===== src/rtl/xpt_sequencer.sv =====
// rtl/xpt_sequencer.sv - instruction phase sequencer: opcode fetch, phase counting, operand capture
module xpt_sequencer (
    input  logic       CLK,
    input  logic       notRESET,
    input  logic       MEM_Ready,
    input  logic [7:0] DataIn,
    input  logic       Wait_Req,
    input  logic       OP_Load,
    input  logic       PR_Reset_XPT,
    input  logic       P2_Set_CM1,
    input  logic       P2_Reset_ITABLE,
    output logic       CM1,
    output logic       DecodeEnable,
    output logic [3:0] XPT,
    output logic [3:0] notXPT,
    output logic [7:0] ITABLE,
    output logic [7:0] notITABLE,
    output logic       OP7,
    output logic       notOP7,
    output logic [7:0] OP,
    output logic       Fault
);

    typedef enum logic [1:0] {
        ST_FETCH = 2'd0,
        ST_EXEC  = 2'd1,
        ST_FAULT = 2'd2
    } state_t;

    state_t     state_q, state_d;
    logic [3:0] xpt_q, xpt_d;
    logic [7:0] itable_q, itable_d;
    logic [7:0] op_q, op_d;

    always_ff @(posedge CLK or negedge notRESET) begin
        if (!notRESET) begin
            state_q  <= ST_FETCH;
            xpt_q    <= 4'h0;
            itable_q <= 8'h00;
            op_q     <= 8'h00;
        end else begin
            state_q  <= state_d;
            xpt_q    <= xpt_d;
            itable_q <= itable_d;
            op_q     <= op_d;
        end
    end

    always_comb begin
        state_d  = state_q;
        xpt_d    = xpt_q;
        itable_d = itable_q;
        op_d     = op_q;
        case (state_q)
            ST_FETCH: begin
                if (MEM_Ready) begin
                    itable_d = DataIn;
                    xpt_d    = 4'h0;
                    state_d  = ST_EXEC;
                end
            end
            ST_EXEC: begin
                if (PR_Reset_XPT) begin
                    xpt_d = 4'h0;
                    if (P2_Set_CM1) begin
                        state_d = ST_FETCH;
                    end
                end else if (!Wait_Req) begin
                    // Phase 15 has no successor: trap instead of wrapping to 0.
                    if (xpt_q == 4'hF) begin
                        state_d = ST_FAULT;
                    end else begin
                        xpt_d = xpt_q + 4'd1;
                    end
                end
                if (P2_Reset_ITABLE) begin
                    itable_d = 8'h00;
                end
                if (OP_Load && MEM_Ready) begin
                    op_d = DataIn;
                end
            end
            ST_FAULT: begin
            end
            default: begin
                state_d = ST_FAULT;
            end
        endcase
    end

    assign CM1          = (state_q == ST_FETCH);
    assign DecodeEnable = (state_q == ST_EXEC);
    assign Fault        = (state_q == ST_FAULT);
    assign XPT          = xpt_q;
    assign notXPT       = ~xpt_q;
    assign ITABLE       = itable_q;
    assign notITABLE    = ~itable_q;
    assign OP           = op_q;
    assign OP7          = op_q[7];
    assign notOP7       = ~op_q[7];

endmodule


===== config.mk =====
export PLATFORM = sky130hd
export DESIGN_NAME = xpt_sequencer
export DESIGN_NICKNAME = d
export VERILOG_FILES = /design/src/rtl/xpt_sequencer.sv
export SDC_FILE = /design/constraint.sdc
export NUM_CORES = 1
export LEC_CHECK = 0
export BUFFER_PORTS_ARGS = -buffer_cell sky130_fd_sc_hd__buf_2
export CAP_MARGIN = 25
export CORE_ASPECT_RATIO = 1.75
export CORE_MARGIN = 5
export CORE_UTILIZATION = 40
export CTS_CLUSTER_DIAMETER = 200
export DETAILED_ROUTE_END_ITERATION = 10
export PLACE_DENSITY = 0.74
export SETUP_SLACK_MARGIN = 0.3
export SYNTH_ARGS = -nofsm -noshare
export SYNTH_HDL_FRONTEND = slang
export SYNTH_SLANG_ARGS = --single-unit

===== constraint.sdc =====
create_clock -name CLK -period 1.41 [get_ports CLK]
set_clock_uncertainty 0.15 [all_clocks]
set_input_delay 0 -clock CLK [delete_from_list [all_inputs] [get_ports CLK]]
set_output_delay 0 -clock CLK [all_outputs]
set_load 0.005 [all_outputs]

==> out/metrics.yaml, run 1 <==
outcome: "finished, violations left"
violated_checks: "negative setup slack"
cp_cell_sequence: "ha_2 -> and3_4 -> a211o_1 -> mux2_2"
max_slew_violations: 0
max_slew.worst_pin.slew_ns: 0.489
h-tree-depth: 1
synthDominantCellAreaShare_pct: 50.4
drt-vias-per-instance: 4.95
finalCritPeriodShare_pct: 110
root_buffer: "sky130_fd_sc_hd__clkbuf_8"
cell_with_the_largest_stage_delay_on_the_worst_path: "sky130_fd_sc_hd__dfrtp_1"
synthDistinctLibCells: 32
postLayoutCoreUtil_pct: 70.1
synth.top_cells.by_area: "sky130_fd_sc_hd__dfrtp_1 (50%), sky130_fd_sc_hd__mux2i_1 (8.2%), sky130_fd_sc_hd__mux2_2 (8.2%)"
routed_wl_mm: 3.03
end_point_of_the_most_critical_hold_path: "OP[0]"
critical_path.reg2reg.startpoint: "XPT[1]"
dp_hpwl_mm: 2.14
synthDominantAreaCellType: "sky130_fd_sc_hd__dfrtp_1"
timing.critical_path.to_type: "flop"
cts_max_path_buffers: 2
postSynthRegisterBits: 22
boundaryPins: 53
netlist_area_pre_place_sq_mm: 0.00109
post-place-ws_ns: -0.136
syn_nets: 114
critical_path.reg2reg.endpoint: "XPT[0]"
final_common_cell: "sky130_fd_sc_hd__buf_2"
final_cell_mix: "sky130_fd_sc_hd__buf_2 (50), sky130_fd_sc_hd__dfrtp_1 (22), sky130_fd_sc_hd__buf_4 (15)"
initial_utilization_pct: 41.1
drc_errors: 0
tritoncts: "done"
drive_gt1_share_pct: 58.4
placement.io_buffers: 52
synthToLayoutAreaGrowth_pct: 70.6
ant_nets: 0
dpl.cell_count: 188
overflow: 0
dr.pass1.iters: 2
worstPathMaxFanout: 2
setup.worst_path.class: "flop to flop"
antenna_cells_inserted: 0
worst_path_dominant_cell_family: "flip-flops"
largest_net_degree_at_the_start_of_global_routing: 23
setup_viol_count_final: 12
p_leak_nw: 0.965
worstRegToRegCells: 4
antenna_violations_before_repair: 0
irDropWorstVdd_uv: 775
fin_crit_ns: 1.55
clock_tree_sinks: 22
cp.depth: 4
floorplan.core_area_sq_mm: 0.00266
hold-path-cell-count: 3
worst_case_headroom_to_the_max_slew_limit_pct: 67.4
maxClockFrequency_ghz: 0.645
dieArea_sq_mm: 0.00392
drv.max_cap_violation_count: 0
synth_cells: 97
final.setup.worst_slack_ns: -0.141
stdcell_count: 212
critical_path_arrival_ns: 1.55
cp_buf_inv_count: 0
grt_util_all_layers_pct: 16.2
via_count: 1050
power.density_mw_per_mm2: 1350
timing.hold.worst.start: "OP_Load"
worst_setup_path_start_kind: "flop"
initialDrtViolationCount: 4
max_stage_delay_ns: 0.40
regToRegSetupSlack_ns: -0.14
first_global_vias: 1093
yosysWarningCount: 0
chipHeight_microns: 79.1
rsz0062_at_grt: "true"
finalHoldViolations: 0
cts_buffers: 3
synth.avg_cell_area_sq_um: 11.3
gp_routability_congestion: 0.818
design.final.nets: 203
rows: 25
hold_path_class: "input pin to flop"
route.detailed.wl_per_inst_microns: 14.3
worstSkewPairLatency_ns: 0.26
dieWidth_microns: 49.5
required_arrival_time_at_the_worst_endpoint_ns: 1.41
seq_area_frac_synth_pct: 50.4
clk_pin_slew_worst_paths_ns: 0.08
global_route_wire_length_before_repair_mm: 5.05
-- cell families after synthesis --
family | Yosys count | share of synthesized area, %
DFF | 22 | 50.4
adders and majority gates | 1 | 1.15
muxes | 18 | 17.9
buffers and inverters | 18 | 9.05
and+or+nand+nor | 27 | 14.2
AOI/OAI and AO/OA | 11 | 7.33
-- final cells by class --
cell class	count	area (sq um)
repair buffers	88	614
well taps	27	33.8
flip-flops and latches	22	551
multi-input cells	57	533
fillers	207	796
inverters	14	60.1
clock inverters	1	30.0
clock buffers	3	41.3
-- where the power goes --
group          total, W  switching [W]  leakage [nW]  internal [W]
Clock          0.000575       0.000196        0.0357      0.000379
Combinational   0.00106       0.000466         0.651      0.000594
Sequential     0.000890      0.0000911         0.278      0.000799
-- worst min-delay path, cell delays in order --
cell                      delay, ns
sky130_fd_sc_hd__buf_2         0.11
sky130_fd_sc_hd__nand3_4       0.15
sky130_fd_sc_hd__mux2_2        0.17
-- per-stage QoR --
step,total power (W),setup TNS [ns],hold WS [ns],instance area (sq um)
3_5_place_dp,0.00180,-0.872,-0.161,1510
6_report,0.00252,-0.498,0.0482,1860
2_1_floorplan,0.00136,-0.624,-0.446,1140
3_3_place_gp,0.00176,-0.344,-0.169,1510
4_1_cts,0.00249,-0.571,0.0513,1810
5_1_grt,0.00269,-1.46,0.0552,1860
-- how the worst max path moves through the flow --
| stage | start | end |
|---|---|---|
| after floorplan | XPT[1] | XPT[0] |
| after global placement | XPT[0] | XPT[0] |
| after detailed placement | XPT[0] | XPT[0] |
| after CTS | XPT[0] | XPT[0] |
| after global routing | XPT[1] | XPT[0] |
| final | XPT[1] | XPT[0] |
-- cell usage after synthesis, drive strengths merged --
master   count
and4         1
ha           1
a21oi        1
nand2b       1
nor3b        1
a21o         1
inv         14
o21ai        2
o31ai        1
o21ba        1
and3b        1
a2bb2oi      1
nand3b       1
buf          4
nor3         2
a211o        1
a22o         1
nor2         3
dfrtp       22
o21bai       1
nand3        3
nor2b        1
mux2         9
mux2i        9
nand2       12
and3         1
a31oi        1
-- flip-flops by register name, indices dropped and copies added (netlist names) --
| name | count |
|---|---|
| state_q | 2 |
| ITABLE | 8 |
| XPT | 4 |
| OP | 8 |
-- metal layers --
layer  GRT usage (%)  part of all wire, %  wire, microns  vias up
met3            3.00                  7.9            239       10
li1                -                    -              -      502
met5               0                    0              0        -
met4            6.82                  2.8             86        0
met2            29.6                   52           1570       51
met1            17.6                   37           1130      487
-- repair_timing --
| item | in CTS | in global routing |
|---|---|---|
| pin swaps | 3 | 6 |
| setup endpoints to repair | 27 | 33 |
| resized for setup | 16 | 7 |
| hold endpoints to repair | 40 | 0 |
| hold buffers | 13 | 0 |
| buffers inserted | 3 | 4 |
No activity file was read; power rests on OpenSTA's default activity.
==> run 2: changes to the inputs <==
--- a/config.mk
+++ b/config.mk
@@ -13,7 +13,7 @@
 export CTS_CLUSTER_DIAMETER = 200
 export DETAILED_ROUTE_END_ITERATION = 10
 export PLACE_DENSITY = 0.74
-export SETUP_SLACK_MARGIN = 0.3
+export SETUP_SLACK_MARGIN = 0.15
 export SYNTH_ARGS = -nofsm -noshare
 export SYNTH_HDL_FRONTEND = slang
 export SYNTH_SLANG_ARGS = --single-unit
==> run 2 against run 1 <==
The flow still finishes with violations (negative setup slack). Largest cell class unchanged. Core utilization rose by 2.8 points. Non-clock buffer count rose by 1. Combinational power rose by 10%. Final area rose by 4.0%. First-iteration DRC count rose by 130%. Register-to-register slack got worse by 0.02 ns. Routed wire length rose by 7.1%. Sequential share of layout area fell by 1.1 points. Via count rose by 1.2%.
==> out/metrics.yaml, run 2 (same netlist as run 1, synthesis figures left out) <==
outcome: "finished, violations left"
violated_checks: "negative setup slack"
routed.top_layer: "met4"
finalHoldViolations: 0  # unchanged
drt-vias-per-instance: 4.99  # +0.76%
cts_buffers: 3  # unchanged
final_common_cell: "sky130_fd_sc_hd__buf_2"
boundaryPins: 53  # unchanged
dieWidth_microns: 49.5  # unchanged
met2WireLength_mm: 1.81  # +15%
routed_wl_mm: 3.25  # +7.1%
postLayoutCoreUtil_pct: 72.8  # +2.8 points
h-tree-depth: 1  # unchanged
worstPathMaxFanout: 2  # unchanged
hold_path_class: "input pin to asynchronous set/reset pin"
placement.io_buffers: 52  # unchanged
drc_errors: 0  # unchanged
gp_routability_congestion: 0.853  # +4.2%
design.final.nets: 204  # +0.49%
rows: 25  # unchanged
worstSkewPairLatency_ns: 0.26  # about the same
final_cell_mix: "sky130_fd_sc_hd__buf_2 (50), sky130_fd_sc_hd__dfrtp_1 (21), sky130_fd_sc_hd__buf_6 (14)"
met1_length_mm: 1.14  # +0.26%
ant_nets: 0  # unchanged
cts_max_path_buffers: 2  # unchanged
route.detailed.wl_per_inst_microns: 15.2  # +6.6%
chipHeight_microns: 79.1  # unchanged
overflow: 0  # unchanged
via_count: 1063  # +1.2%
setup.worst_path.class: "flop to flop"
max_slew.worst_pin.slew_ns: 0.484  # -0.00474 ns
maxClockFrequency_ghz: 0.638  # -1.1%
drive_gt1_share_pct: 60.8  # +2.4 points
finalHoldWorstSlack_ns: 0.0562  # +0.00794 ns
largest_net_degree_at_the_start_of_global_routing: 23  # unchanged
floorplan.core_area_sq_mm: 0.00266  # unchanged
fillCellCount: 173  # -16%
stdcell_count: 213  # +0.47%
initial_utilization_pct: 41.1  # unchanged
max_slew_violations: 0  # unchanged
global_route_wire_length_before_repair_mm: 5.38  # +6.6%
clk_pin_slew_worst_paths_ns: 0.08  # about the same
first_global_vias: 1175  # +7.5%
drv.max_cap_violation_count: 0  # unchanged
initialDrtViolationCount: 9  # +5
setup-tns-final_ns: -1.09  # -0.596 ns
dieArea_sq_mm: 0.00392  # unchanged
worst_setup_path_start_kind: "flop"
detailroute.wirelength.met3_microns: 178  # -26%
synthToLayoutAreaGrowth_pct: 77.3
dr.pass1.iters: 2  # unchanged
root_buffer: "sky130_fd_sc_hd__clkbuf_8"
irDropWorstVdd_uv: 854  # +10%
summed_area_of_non_filler_cells_in_the_final_layout_sq_mm: 0.00194  # +4.0%
final.setup.worst_slack_ns: -0.158  # -0.0165 ns
timing.critical_path.to_type: "flop"
placed_area_sq_mm: 0.00146  # -3.7%
fin_crit_ns: 1.57  # +0.0165 ns
antenna_violations_before_repair: 0  # unchanged
grt_util_all_layers_pct: 17.5  # +1.4 points
required_arrival_time_at_the_worst_endpoint_ns: 1.41  # about the same
tritoncts: "done"
dp_hpwl_mm: 2.19  # +2.3%
clock_tree_sinks: 22  # unchanged
p_leak_nw: 1.01  # +4.7%
dpl.cell_count: 185  # -1.6%
antenna_cells_inserted: 0  # unchanged
critical_path_arrival_ns: 1.57  # +0.02 ns
finalCritPeriodShare_pct: 111  # +1.2 points
rsz0062_at_grt: "true"
worst_case_headroom_to_the_max_slew_limit_pct: 67.7  # +0.32 points
setup_viol_count_final: 21  # +9
power.density_mw_per_mm2: 1380  # +1.8%
-- run 2: cell count changes in the layout (fill, tap and decap cells not counted), moves of 2 or more --
cell                      change
sky130_fd_sc_hd__buf_6        +5
sky130_fd_sc_hd__nand3_2      -2
sky130_fd_sc_hd__mux2_4       +7
sky130_fd_sc_hd__buf_4        -4
sky130_fd_sc_hd__mux2_2       -7
-- run 2: worst paths after layout --
check / startpoint / endpoint / slack (ns) / cells after the start
worst min-delay path: notRESET / ITABLE[5] / 0.06 / 2
worst max-delay path: XPT[1] / XPT[0] / -0.16 / 4
worst min register to register: OP[2] / OP[2] / 0.36 / 1
max in group asynchronous: notRESET / state_q[0] / 0.68 / 2
min in group CLK: PR_Reset_XPT / XPT[3] / 0.06 / 5
worst max register to register: XPT[1] / XPT[0] / -0.16 / 4
-- run 2: routing by layer --
metal	vias to the layer above	GRT usage, %
met4	0	8.92
met1	509	16.9
met2	39	32.9
met5	-	0
met3	13	4.50
li1	502	-
-- run 2: per-stage QoR --
step           total power (W)  setup WS [ns]
5_1_grt                0.00285         -0.225
2_1_floorplan          0.00134         -0.147
4_1_cts                0.00260         -0.133
6_report               0.00267         -0.158
3_3_place_gp           0.00175        -0.0824
3_5_place_dp           0.00178         -0.132
-- run 2: critical path, stage by stage, from the launching register on --
cell and delay, ns:
sky130_fd_sc_hd__dfrtp_1 0.40, sky130_fd_sc_hd__ha_2 0.20, sky130_fd_sc_hd__and3_4 0.17, sky130_fd_sc_hd__a211o_1 0.27
sky130_fd_sc_hd__mux2_2 0.27
-- run 2: what timing repair did --
item                       4_1_cts  5_1_grt
buffers inserted                 8        3
pin swaps                       11        4
setup endpoints to repair       25       27
hold endpoints to repair        40        0
resized for setup               33       15
hold buffers                    13        0
-- run 2: cell type report --
class | instances | area [sq um] | share of cell area [%]
well taps | 27 | 33.8 | 1.74
flip-flops and latches | 22 | 552 | 28.5
repair buffers | 89 | 641 | 33.1
clock inverters | 1 | 30.0 | 1.55
inverters | 14 | 60.1 | 3.10
multi-input cells | 57 | 579 | 29.9
clock buffers | 3 | 41.3 | 2.13
-- run 2: report_power, final --
part / switching [W] / total (W) / internal, W / leakage, nW
Clock: 0.000206 / 0.000586 / 0.000379 / 0.0357
Sequential: 0.000116 / 0.000917 / 0.000801 / 0.277
Combinational: 0.000480 / 0.00117 / 0.000690 / 0.697
==> run 3: changes to the inputs <==
--- a/config.mk
+++ b/config.mk
@@ -5,6 +5,7 @@
 export SDC_FILE = /design/constraint.sdc
 export NUM_CORES = 1
 export LEC_CHECK = 0
+export ABC_AREA = 1
 export BUFFER_PORTS_ARGS = -buffer_cell sky130_fd_sc_hd__buf_2
 export CAP_MARGIN = 25
 export CORE_ASPECT_RATIO = 1.75
==> run 3 against run 2 <==
The flow now finishes without violations. Sequential power is 31% lower. Core utilization is 9.8 points lower. Critical path type unchanged. Critical endpoint is now OP[2]. Critical path depth is 2 higher. Combinational power is 93% lower. Via count is 4.4% higher.
==> out/metrics.yaml, run 3 <==
post_synth_top_cells: "sky130_fd_sc_hd__nand2_1 (26), sky130_fd_sc_hd__inv_1 (24), sky130_fd_sc_hd__dfrtp_1 (22)"
p_leak_nw: 0.914  # -9.5%
finalCritPeriodShare_pct: 93.2  # -18 points
timing.critical_path.mode_cell: "sky130_fd_sc_hd__inv_4"
final.setup.worst_slack_ns: 0.0958  # +0.253 ns
root_buffer: "sky130_fd_sc_hd__clkbuf_8"
setup.worst_path.class: "flop to flop"
first_global_vias: 1104  # -6.0%
fin_crit_ns: 1.31  # -0.253 ns
tritoncts: "done"
drc_errors: 0  # unchanged
chipHeight_microns: 78.8  # -0.40%
floorplan.core_area_sq_mm: 0.00266  # unchanged
final_common_cell: "sky130_fd_sc_hd__buf_2"
power.density_mw_per_mm2: 689  # -50%
groute.layer.met2.usage_pct: 29.5  # -3.5 points
initialDrtViolationCount: 22  # +13
h-tree-depth: 1  # unchanged
setup-tns-final_ns: 0  # +1.09 ns
cts_buffers: 3  # unchanged
required_arrival_time_at_the_worst_endpoint_ns: 1.41  # about the same
synthToLayoutAreaGrowth_pct: 54.9
dieWidth_microns: 49.3  # -0.36%
max_stage_delay_ns: 0.46  # +0.06 ns
grt_use_met1_pct: 18.0  # +1.1 points
clk_pin_slew_worst_paths_ns: 0.08  # about the same
boundaryPins: 53  # unchanged
antenna_violations_before_repair: 0  # unchanged
placement.io_buffers: 52  # unchanged
max_slew_violations: 0  # unchanged
hold_path_class: "input pin to flop"
clock_tree_sinks: 22  # unchanged
synth_cells: 121  # +25%
netlist_area_pre_place_sq_mm: 0.00108  # -0.92%
worstSkewPairLatency_ns: 0.26  # about the same
critical_path_arrival_ns: 1.32  # -0.25 ns
synthFlopType: "sky130_fd_sc_hd__dfrtp_1"
max_slew.worst_pin.slew_ns: 0.494  # +0.0100 ns
synth.most_common_cell: "sky130_fd_sc_hd__nand2_1"
synthDistinctLibCells: 22  # -31%
critical_path.reg2reg.endpoint: "OP[2]"
hold-path-cell-count: 3
synth.avg_cell_area_sq_um: 8.94  # -21%
power_w: 0.00116  # -57%
drt-vias-per-instance: 5.00  # +0.19%
timing.hold.worst.start: "MEM_Ready"
cell_with_the_largest_stage_delay_on_the_worst_path: "sky130_fd_sc_hd__dfrtp_2"
syn_nets: 138  # +21%
grt.met3_usage_pct: 3.00  # -1.5 points
final_cell_mix: "sky130_fd_sc_hd__buf_2 (52), sky130_fd_sc_hd__inv_1 (24), sky130_fd_sc_hd__dfrtp_1 (20)"
maxClockFrequency_ghz: 0.761  # +19%
grt_most_used_layer: "met2"
cts_max_path_buffers: 2  # unchanged
post-place-ws_ns: 0.0176  # +0.149 ns
design.final.nets: 213  # +4.4%
postSynthRegisterBits: 22  # unchanged
drv.max_cap_violation_count: 0  # unchanged
synthDominantAreaCellType: "sky130_fd_sc_hd__dfrtp_1"
number_of_flops_mapped_to_enable_cells_by_yosys: 0  # unchanged
setup_viol_count_final: 0  # -100%
rows: 25  # unchanged
outcome: "completed"
via_count: 1110  # +4.4%
worstRegToRegCells: 6  # +2
finalHoldViolations: 0  # unchanged
gp_routability_congestion: 0.764  # -10%
dp_hpwl_mm: 2.17  # -0.82%
ant_nets: 0  # unchanged
critical_path.reg2reg.startpoint: "state_q[1]"
overflow: 0  # unchanged
grt_util_all_layers_pct: 16.2  # -1.3 points
seq_area_frac_synth_pct: 50.9  # +0.47 points
dr.pass1.iters: 4  # +2
synthDominantCellAreaShare_pct: 50.9  # +0.47 points
synth.top_cells.by_area: "sky130_fd_sc_hd__dfrtp_1 (51%), sky130_fd_sc_hd__nand2_1 (9.0%), sky130_fd_sc_hd__inv_1 (8.3%)"
drive_gt1_share_pct: 51.3  # -9.5 points
worstPathMaxFanout: 8  # +6
yosysWarningCount: 0  # unchanged
regToRegSetupSlack_ns: 0.1  # +0.25 ns
cp_cell_sequence: "inv_4 -> nand2_4 -> inv_4 -> nand3_4 -> nand2_2 -> o21ai_2"
route.detailed.wl_per_inst_microns: 13.9  # -8.5%
fillCellCount: 226  # +31%
irDropWorstVdd_uv: 657  # -23%
initial_utilization_pct: 40.7  # -0.38 points
global_route_wire_length_before_repair_mm: 5.03  # -6.5%
dieArea_sq_mm: 0.00389  # -0.77%
end_point_of_the_most_critical_hold_path: "OP[0]"
rsz0062_at_grt: "true"
worst_case_headroom_to_the_max_slew_limit_pct: 67.1  # -0.67 points
antenna_cells_inserted: 0  # unchanged
worst_setup_path_start_kind: "flop"
timing.critical_path.to_type: "flop"
routed_wl_mm: 3.10  # -4.7%
postSynth.asyncResetShare_pct: 100  # unchanged
largest_net_degree_at_the_start_of_global_routing: 23  # unchanged
-- run 3: cell types whose count changed after synthesis, sizes merged, moves of 5 or more --
cell,previous run,this run
o21ai,2,8
inv,14,26
mux2,9,0
mux2i,9,0
nand3,3,8
nor2,3,11
o22ai,0,8
nand2,12,30
-- run 3: worst max path at each step --
stage                     startpoint     end  slack [ns]  cells past startpoint
after floorplan               XPT[0]  XPT[2]        0.04                      7
after global placement        XPT[1]  XPT[3]        0.07                      7
after detailed placement      XPT[1]  XPT[1]        0.02                      7
after CTS                     XPT[0]  XPT[1]         0.1                      7
after global routing          XPT[1]  XPT[2]        0.02                      7
final                     state_q[1]   OP[2]         0.1                      6
-- run 3: kinds of logic (layout without fill, tap and decap cells) --
group	count (synthesis)	count (layout)	synth area share [%]
buf+inv	28	101	11.0
flops	22	22	50.9
fa+ha+maj	1	1	1.16
simple gates	53	54	25.1
xor+xnor	1	1	0.809
compound gates	16	16	11.1
-- run 3: per-stage QoR --
step	hold slack [ns]	cell area (sq um)	std cells	util, %
after detailed placement	-0.154	1390	201	52.2
after global routing	0.0273	1680	222	63.1
final	0.0253	1680	222	63.1
after global placement	-0.178	1390	201	52.2
after CTS	0.0135	1660	222	62.3
after floorplan	-0.446	1090	121	-
-- run 3: repair_timing --
item | in CTS | in global routing
buffers inserted | 5 | 0
resized for setup | 13 | 8
pin swaps | 5 | 0
endpoints found under the hold margin | 38 | 0
setup endpoints to repair | 22 | 25
cloned | 1 | 0
hold buffers | 11 | 0
-- run 3: metal layers --
metal | vias to the layer above | share of wire (%)
met5 | - | 0
met4 | 0 | 1.6
met3 | 4 | 6.7
met2 | 44 | 55
met1 | 531 | 37
li1 | 531 | -
-- run 3: layout make-up --
cell class / count / area (sq um) / area share, %
inverter: 26 / 103 / 6.12
timing repair buffer: 71 / 438 / 26.1
multi-input combinational: 72 / 494 / 29.5
clock buffer: 4 / 55.1 / 3.28
sequential: 22 / 553 / 33.0
tap: 27 / 33.8 / 2.01
-- run 3: worst max-delay path: cells and delay by family (launching register included) --
family          cells  cell delay [ns]
flops               1             0.46
simple gates        3             0.33
buf+inv             2             0.20
compound gates      1             0.05
-- run 3: where the power goes --
part / internal [W] / leakage, nW / switching, W / total, W
Clock: 0.000249 / 0.0288 / 0.000199 / 0.000448
Combinational: 0.0000374 / 0.627 / 0.0000407 / 0.0000781
Sequential: 0.000630 / 0.258 / 0 / 0.000630
Total: 0.000916 / 0.914 / 0.000240 / 0.00116
